$ cat config.mk
export PLATFORM = sky130hd
export DESIGN_NAME = block_mult_sequencer
export DESIGN_NICKNAME = d
export VERILOG_FILES = /design/src/rtl/block_mult_sequencer.sv
export SDC_FILE = /design/constraint.sdc
export NUM_CORES = 1
export LEC_CHECK = 0
export BUFFER_PORTS_ARGS = -buffer_cell sky130_fd_sc_hd__buf_2
export CAP_MARGIN = 20
export CORE_MARGIN = 1
export CORE_UTILIZATION = 58
export DETAILED_ROUTE_END_ITERATION = 8
export GPL_TIMING_DRIVEN = 0
export PLACE_DENSITY = 0.83
export SLEW_MARGIN = 10
export SYNTH_ARGS = -nofsm -noshare
export SYNTH_HDL_FRONTEND = slang
export SYNTH_SLANG_ARGS = --single-unit
$ cat constraint.sdc
create_clock -name clk -period 5.6 [get_ports clk]
set_input_delay 0.56 -clock clk [delete_from_list [all_inputs] [get_ports clk]]
set_output_delay 0.56 -clock clk [all_outputs]
set_load 0.01 [all_outputs]
$ cat src/rtl/block_mult_sequencer.sv
// block_mult_sequencer
//   Sequences one 2x2-block matrix multiply C = A*B. Each ISSUE cycle selects one
//   (A_ik, B_kj) operand pair on the block muxes. A matching {valid,k,i,j} tag
//   travels down a MULT_LATENCY-deep delay line, so the accumulate strobes line up
//   with the product arriving at the accumulator.
//
//   state | meaning
//   ------+-----------------------------------------------------------
//   IDLE  | waiting for start; muxes forced to zero
//   ISSUE | issuing operand pairs idx 0..7 = {i,j,k}; stall holds idx
//   DRAIN | MULT_LATENCY cycles letting the last products reach the accumulator
//   DONE  | one-cycle done pulse, then back to IDLE
//
// Ports
//   clk, reset              rising-edge clock, async active-high reset
//   start, stall            run request (IDLE only), issue hold (ISSUE only)
//   busy, done              ISSUE/DRAIN indicator, end-of-run pulse
//   sel_a, sel_b            A mux select {i,k}, B mux select {k,j}
//   mux_zero, issue_valid   mux zero-force, live operand pair this cycle
//   acc_clear, acc_en, c_wr delayed accumulate-load, accumulate, C write strobes
//   c_sel                   delayed C block index {i,j}; holds when no strobe
module block_mult_sequencer #(
    parameter int MULT_LATENCY = 2
) (
    input  logic       clk,
    input  logic       reset,
    input  logic       start,
    input  logic       stall,
    output logic       busy,
    output logic       done,
    output logic [1:0] sel_a,
    output logic [1:0] sel_b,
    output logic       mux_zero,
    output logic       issue_valid,
    output logic       acc_clear,
    output logic       acc_en,
    output logic       c_wr,
    output logic [1:0] c_sel
);

    typedef enum logic [1:0] {
        IDLE  = 2'd0,
        ISSUE = 2'd1,
        DRAIN = 2'd2,
        DONE  = 2'd3
    } state_t;

    typedef struct packed {
        logic       valid;
        logic       k;
        logic [1:0] ij;
    } tag_t;

    state_t     state_q, state_d;
    logic [2:0] idx_q, idx_d;
    logic [3:0] drain_q, drain_d;
    logic [1:0] c_sel_hold_q, c_sel_hold_d;
    tag_t       dl_q [MULT_LATENCY];
    tag_t       dl_d [MULT_LATENCY];
    tag_t       dl_out;

    always_ff @(posedge clk or posedge reset) begin
        if (reset) begin
            state_q      <= IDLE;
            idx_q        <= 3'd0;
            drain_q      <= 4'd0;
            c_sel_hold_q <= 2'd0;
            for (int s = 0; s < MULT_LATENCY; s++) begin
                dl_q[s] <= '0;
            end
        end else begin
            state_q      <= state_d;
            idx_q        <= idx_d;
            drain_q      <= drain_d;
            c_sel_hold_q <= c_sel_hold_d;
            for (int s = 0; s < MULT_LATENCY; s++) begin
                dl_q[s] <= dl_d[s];
            end
        end
    end

    always_comb begin
        state_d     = state_q;
        idx_d       = idx_q;
        drain_d     = drain_q;
        busy        = 1'b0;
        done        = 1'b0;
        sel_a       = 2'd0;
        sel_b       = 2'd0;
        mux_zero    = 1'b1;
        issue_valid = 1'b0;

        case (state_q)
            IDLE: begin
                if (start) begin
                    state_d = ISSUE;
                    idx_d   = 3'd0;
                end
            end
            ISSUE: begin
                busy  = 1'b1;
                // idx = {i,j,k}; selects stay on the held idx during a stall
                sel_a = {idx_q[2], idx_q[0]};
                sel_b = {idx_q[0], idx_q[1]};
                if (!stall) begin
                    issue_valid = 1'b1;
                    mux_zero    = 1'b0;
                    idx_d       = idx_q + 3'd1;
                    if (idx_q == 3'd7) begin
                        state_d = DRAIN;
                        // down-counter reaches zero in the final DRAIN cycle
                        drain_d = 4'(MULT_LATENCY - 1);
                    end
                end
            end
            DRAIN: begin
                busy = 1'b1;
                if (drain_q == 4'd0) begin
                    state_d = DONE;
                end else begin
                    drain_d = drain_q - 4'd1;
                end
            end
            DONE: begin
                done    = 1'b1;
                state_d = IDLE;
            end
            default: begin
                state_d = IDLE;
            end
        endcase
    end

    // Delay line shifts every cycle; a stall enters as an invalid bubble.
    always_comb begin
        dl_d[0].valid = issue_valid;
        dl_d[0].k     = idx_q[0];
        dl_d[0].ij    = idx_q[2:1];
        for (int s = 1; s < MULT_LATENCY; s++) begin
            dl_d[s] = dl_q[s-1];
        end
    end

    assign dl_out = dl_q[MULT_LATENCY-1];

    always_comb begin
        acc_en       = dl_out.valid;
        acc_clear    = dl_out.valid & ~dl_out.k;
        c_wr         = dl_out.valid & dl_out.k;
        // c_sel only moves when a strobe is presented
        c_sel        = dl_out.valid ? dl_out.ij : c_sel_hold_q;
        c_sel_hold_d = c_sel;
    end

endmodule
Word level (Yosys, flattened, before mapping):

Index checks and enable logic that the tools add are counted.

* output and inout port bits: 13
* input bits: 4
* logic and storage cells: 53
* bits in registers: 19

* multiplexer cells: 21
* bitwise logic cells: 3
* reductions and logical operators: 8
* add/subtract/negate cells: 2
* equality and inequality tests: 9

Operators with widths (count)
* two-way mux 2 bit: 7
* two-way mux 4 bit: 3
* inequality test 2 bit, second input constant: 5
* one-hot mux 2 bit (4 select lines): 1
* one-hot mux 4 bit (2 select lines): 1
* AND reduction 4 bit: 2
* two-way mux 1 bit: 6
* two-way mux 3 bit: 2
* one-hot mux 3 bit (2 select lines): 1
* == test 2 bit, second input constant: 2
* zero test 4 bit: 1
* nonzero test 2 bit: 2
* subtractor 4 x 1 -> 4 bit, second input constant: 1
* adder 3 x 1 -> 3 bit, second input constant: 1
* == test 3 bit, second input constant: 1
* AND reduction 3 bit: 1
* AND 1 bit: 2
* == test 2 x 1 -> 1 bit, second input constant: 1
* zero test 2 bit: 1
* OR reduction 2 bit: 1
* NOT 1 bit: 1

Logic depth before layout (Yosys ltp):

* depth after elaboration: 4
* depth in mapped cells: 6
* mapped depth without buffers: 5

Worst setup path before layout:

Ideal clock, no wire load.

* path kind: reg2reg
* start point: reg drain_q[0]
* end point: reg state_q[1]
* library setup time: 125 ps
* path buffers: 0
* cell stages (with the launch flop): 6
* arrival: 1693 ps
* required time: 5475 ps
* slack: 3782 ps
* period minus slack after synthesis: 1818 ps
* cells stage by stage: dfrtp_1 -> inv_1 -> ha_1 -> or3b_4 -> a2111oi_4 -> mux2_4

* cells in the longest elaborated chain, start to end: 3

Ends and longest elaborated chain
* start: declaration: RTL line 56 `logic [3:0] drain_q, drain_d;`
* start signal: assignment: RTL line 74 `drain_q <= drain_d;`
* zero test 4 bit: RTL line 118 `if (drain_q == 4'd0) begin`
* inequality test 2 bit (no source line)
* AND reduction 4 bit (no source line)
* end signal: assignment: RTL line 72 `state_q <= state_d;`
* end: declaration: RTL line 54 `state_t state_q, state_d;`

No other way between the ends.
A chain may end at the register's enable or synchronous reset.

Worst setup path after layout:

* start point: reg state_q[1]
* end point: out sel_b[1]

* cells in the longest elaborated chain, start to end: 2

Ends and longest elaborated chain
* == test 2 x 1 -> 1 bit: RTL line 93 `case (state_q)`
* two-way mux 2 bit: RTL line 93
* end: declaration: RTL line 32 `output logic [1:0] sel_b,`

No other way between the ends.

==> results by group <==
Pwr
  • Final total power: 0.000565 W
  • P per Cell Area: 503 nW/um^2
  • Worst vdd ir: 283 uV
  • Pleak: 0.580 nW

Detailed routing
  • WL final: 1560 um
  • Wire length per cell: 13.1 um
  • Via density: 5.45
  • DRT iter0 DRCs: 9
  • Vias after detailed routing: 649
  • DR pass1 iterations: 6
  • Routed Antenna Nets: 0
  • Drt drc: 5

STA
  • Setup WS post-layout: 3.52 ns
  • Hold Slack: 0.344 ns
  • Final Hold Fails: 0
  • Period minus WS final: 2.08 ns
  • Ratio of final minimum period to clock period: 37.1%
  • Clock Skew: 0.00766 ns
  • RSZ-0062 raised after global routing: false
  • Slew Limit Fails: 0
  • Worst slew pin tran: 0.695 ns
  • Setup violations, final: 0
  • Setup_tns: 0 ns
  • Max Fclk: 0.481 GHz
  • Slew HR: 53.6%

Logic synthesis
  • Yosys top cell by area: dfrtp_1
  • Top cell type's share of synthesized area: 47.9%
  • Main area contributors after synthesis: dfrtp_1 48%, ha_1 13%, nor2b_1 3.8%, inv_1 3.4%, mux2_2 3.4%
  • Synth Instances: 83
  • Post-synth EDFFs: 0
  • Count leader, synth: dfrtp_1
  • Post-synthesis cell type count: 31
  • Primary FF master, synth: dfrtp_1
  • Synth warnings: 0
  • Syn Std Cell Area: 993 um^2
  • Post-synth ARST share: 100%
  • Synth cell count leaders: 19 x dfrtp_1, 10 x ha_1, 9 x inv_1, 6 x nor2b_1, 5 x and2_1
  • Mean Syn Cell Area: 12.0 um^2
  • Number of synthesized register bits: 19
  • Syn Nets: 97
  • Sequential share of the synthesized area: 47.9%

Placement
  • Post-Place Setup Slack: 3.68 ns
  • Placed cell area: 1090 um^2
  • Hpwl dp: 1190 um
  • Placer Congestion: 0.771
  • IO Port Bufs: 16

Floorplan
  • Boundary pin count: 17
  • Initial Utilization: 63.7%
  • FP Rows: 14
  • Core Footprint: 1560 um^2
  • Die Footprint: 1880 um^2
  • Chip height: 43.4 um
  • Chip Width: 43.4 um

Clock network
  • Clock Pin Slew Worst Setup and Hold Paths: 0.11 ns
  • CTS Buf Count: 3
  • Htree depth: 1
  • Sinks on Clock Net: 19
  • Root Driver: clkbuf_4
  • CTS Buffer Depth: 2
  • CTS Hold Buffers Added: 0
  • Post-CTS setup buffer count: 0
  • Worst skew pair latency: 0.30 ns
  • CTS tree: done
  • Post_cts resized: 0

Layout
  • Fraction of layout cells with a size suffix above 1: 28.2%
  • Ant diodes: 0
  • Multi-input logic area: 468 um^2
  • Post-route cell area: 1120 um^2
  • Fillers: 114
  • Area delta synth->final: 13.1%
  • Register area: 475 um^2
  • # nets final: 118

Global routing
  • Initial antenna violation count: 0
  • Pin count of the biggest net entering global routing: 20
  • First-pass GRT wire length: 2490 um
  • GRT Residual Overflow: 0
  • Gr usage total: 18.3%
  • Number of global-route vias before repair: 603

Outcome
  • Status: finished with violations
  • Failing checks: DRC

Worst setup path
  • WS Path Type: flop to primary output
  • CP Cell Sequence: inv_1 > ha_1 > and2_1 > buf_4 > buf_2
  • CP delay by family, top: flip-flops
  • R2r startpoint: state_q[1]
  • Crit path max fanout: 6
  • Critical Path AT: 1.52 ns
  • CP max stage cell: dfrtp_1
  • CP Launch Type: flop
  • Buffers and inverters on the worst path: 3
  • Setup crit end kind: primary output
  • Slowest cell delay on critical path: 0.41 ns
  • WP data required: 5.04 ns
  • Crit. Startpoint: state_q[1]

Min path
  • HP Class: input pin to async pin

Flow run
  • MaxCap Viol Count: 0
## placed cells by master, fill, tap and decap left out, drive strengths merged
master,count
and2,5
mux2i,3
o32a,1
clkbuf,4
or2,1
ha,10
buf,18
o21ai,1
nand2b,3
or2b,1
a2111o,1
clkinvlp,1
nand2,3
a311oi,1
o221ai,1
or3b,1
nor2b,6
mux2,5
dfrtp,19
o41ai,1
a2111oi,1
or3,1
nor2,1
inv,9
o22ai,1
nand4b,1
a22o,1
nor3,2
## path summary, 6_finish.rpt
kind,endpoint,cells after the start,slack (ns)
setup / recovery,sel_b[1],5,3.52
hold / removal,c_sel_hold_q[1],2,0.34
setup reg to reg,drain_q[0],6,3.65
hold reg to reg,acc_en,0,0.36
max in group asynchronous,drain_q[1],2,4.81
min in group clk,acc_en,0,0.36
## through the flow
stage                     instances  util, %
after floorplan                  83        -
after global placement          115     70.1
after detailed placement        115     70.1
after CTS                       119     72.1
after global routing            119     72.1
final                           119     72.1
## worst register-to-register path, cell delays in order (launching register included)
cell      delay [ns]
dfrtp_1         0.41
inv_1           0.12
ha_1            0.26
and2_1          0.16
clkbuf_1        0.21
a2111o_1        0.42
mux2_2          0.27
## power by group
group          switching [W]  total (W)  internal (W)
logic               0.000140   0.000279      0.000140
clock network      0.0000440  0.0000712     0.0000272
registers          0.0000348   0.000215      0.000180
total               0.000218   0.000565      0.000347
## kinds of logic after synthesis
| group | Yosys count | share of synthesized area (%) |
|---|---|---|
| simple gates | 25 | 15.9 |
| flops | 19 | 47.9 |
| buf+inv | 12 | 5.04 |
| fa+ha+maj | 10 | 12.6 |
| compound gates | 9 | 9.57 |
| mux | 8 | 9.07 |
## flip-flops by register name (all words and copies together), names as in the netlist
register / flops
state_q: 2
drain_q: 4
c_sel_hold_q: 2
dl_d: 4
acc_en: 1
idx_q: 3
dl_out: 3
## layout make-up
cell class,count,share of cell area [%]
buffer,3,1.45
clock buffer,3,2.00
clock inverter,1,0.668
inverter,9,3.01
multi-input combinational,52,41.6
sequential,19,42.3
tap,16,1.78
timing repair buffer,16,7.13
## layer usage
layer	track usage, %	wire length, um	up-vias
met5	0	0	-
met4	9.38	26	0
met3	3.75	41	4
met2	31.8	781	12
met1	21.4	709	307
li1	-	-	326
Power figures use the tool's default switching activity.
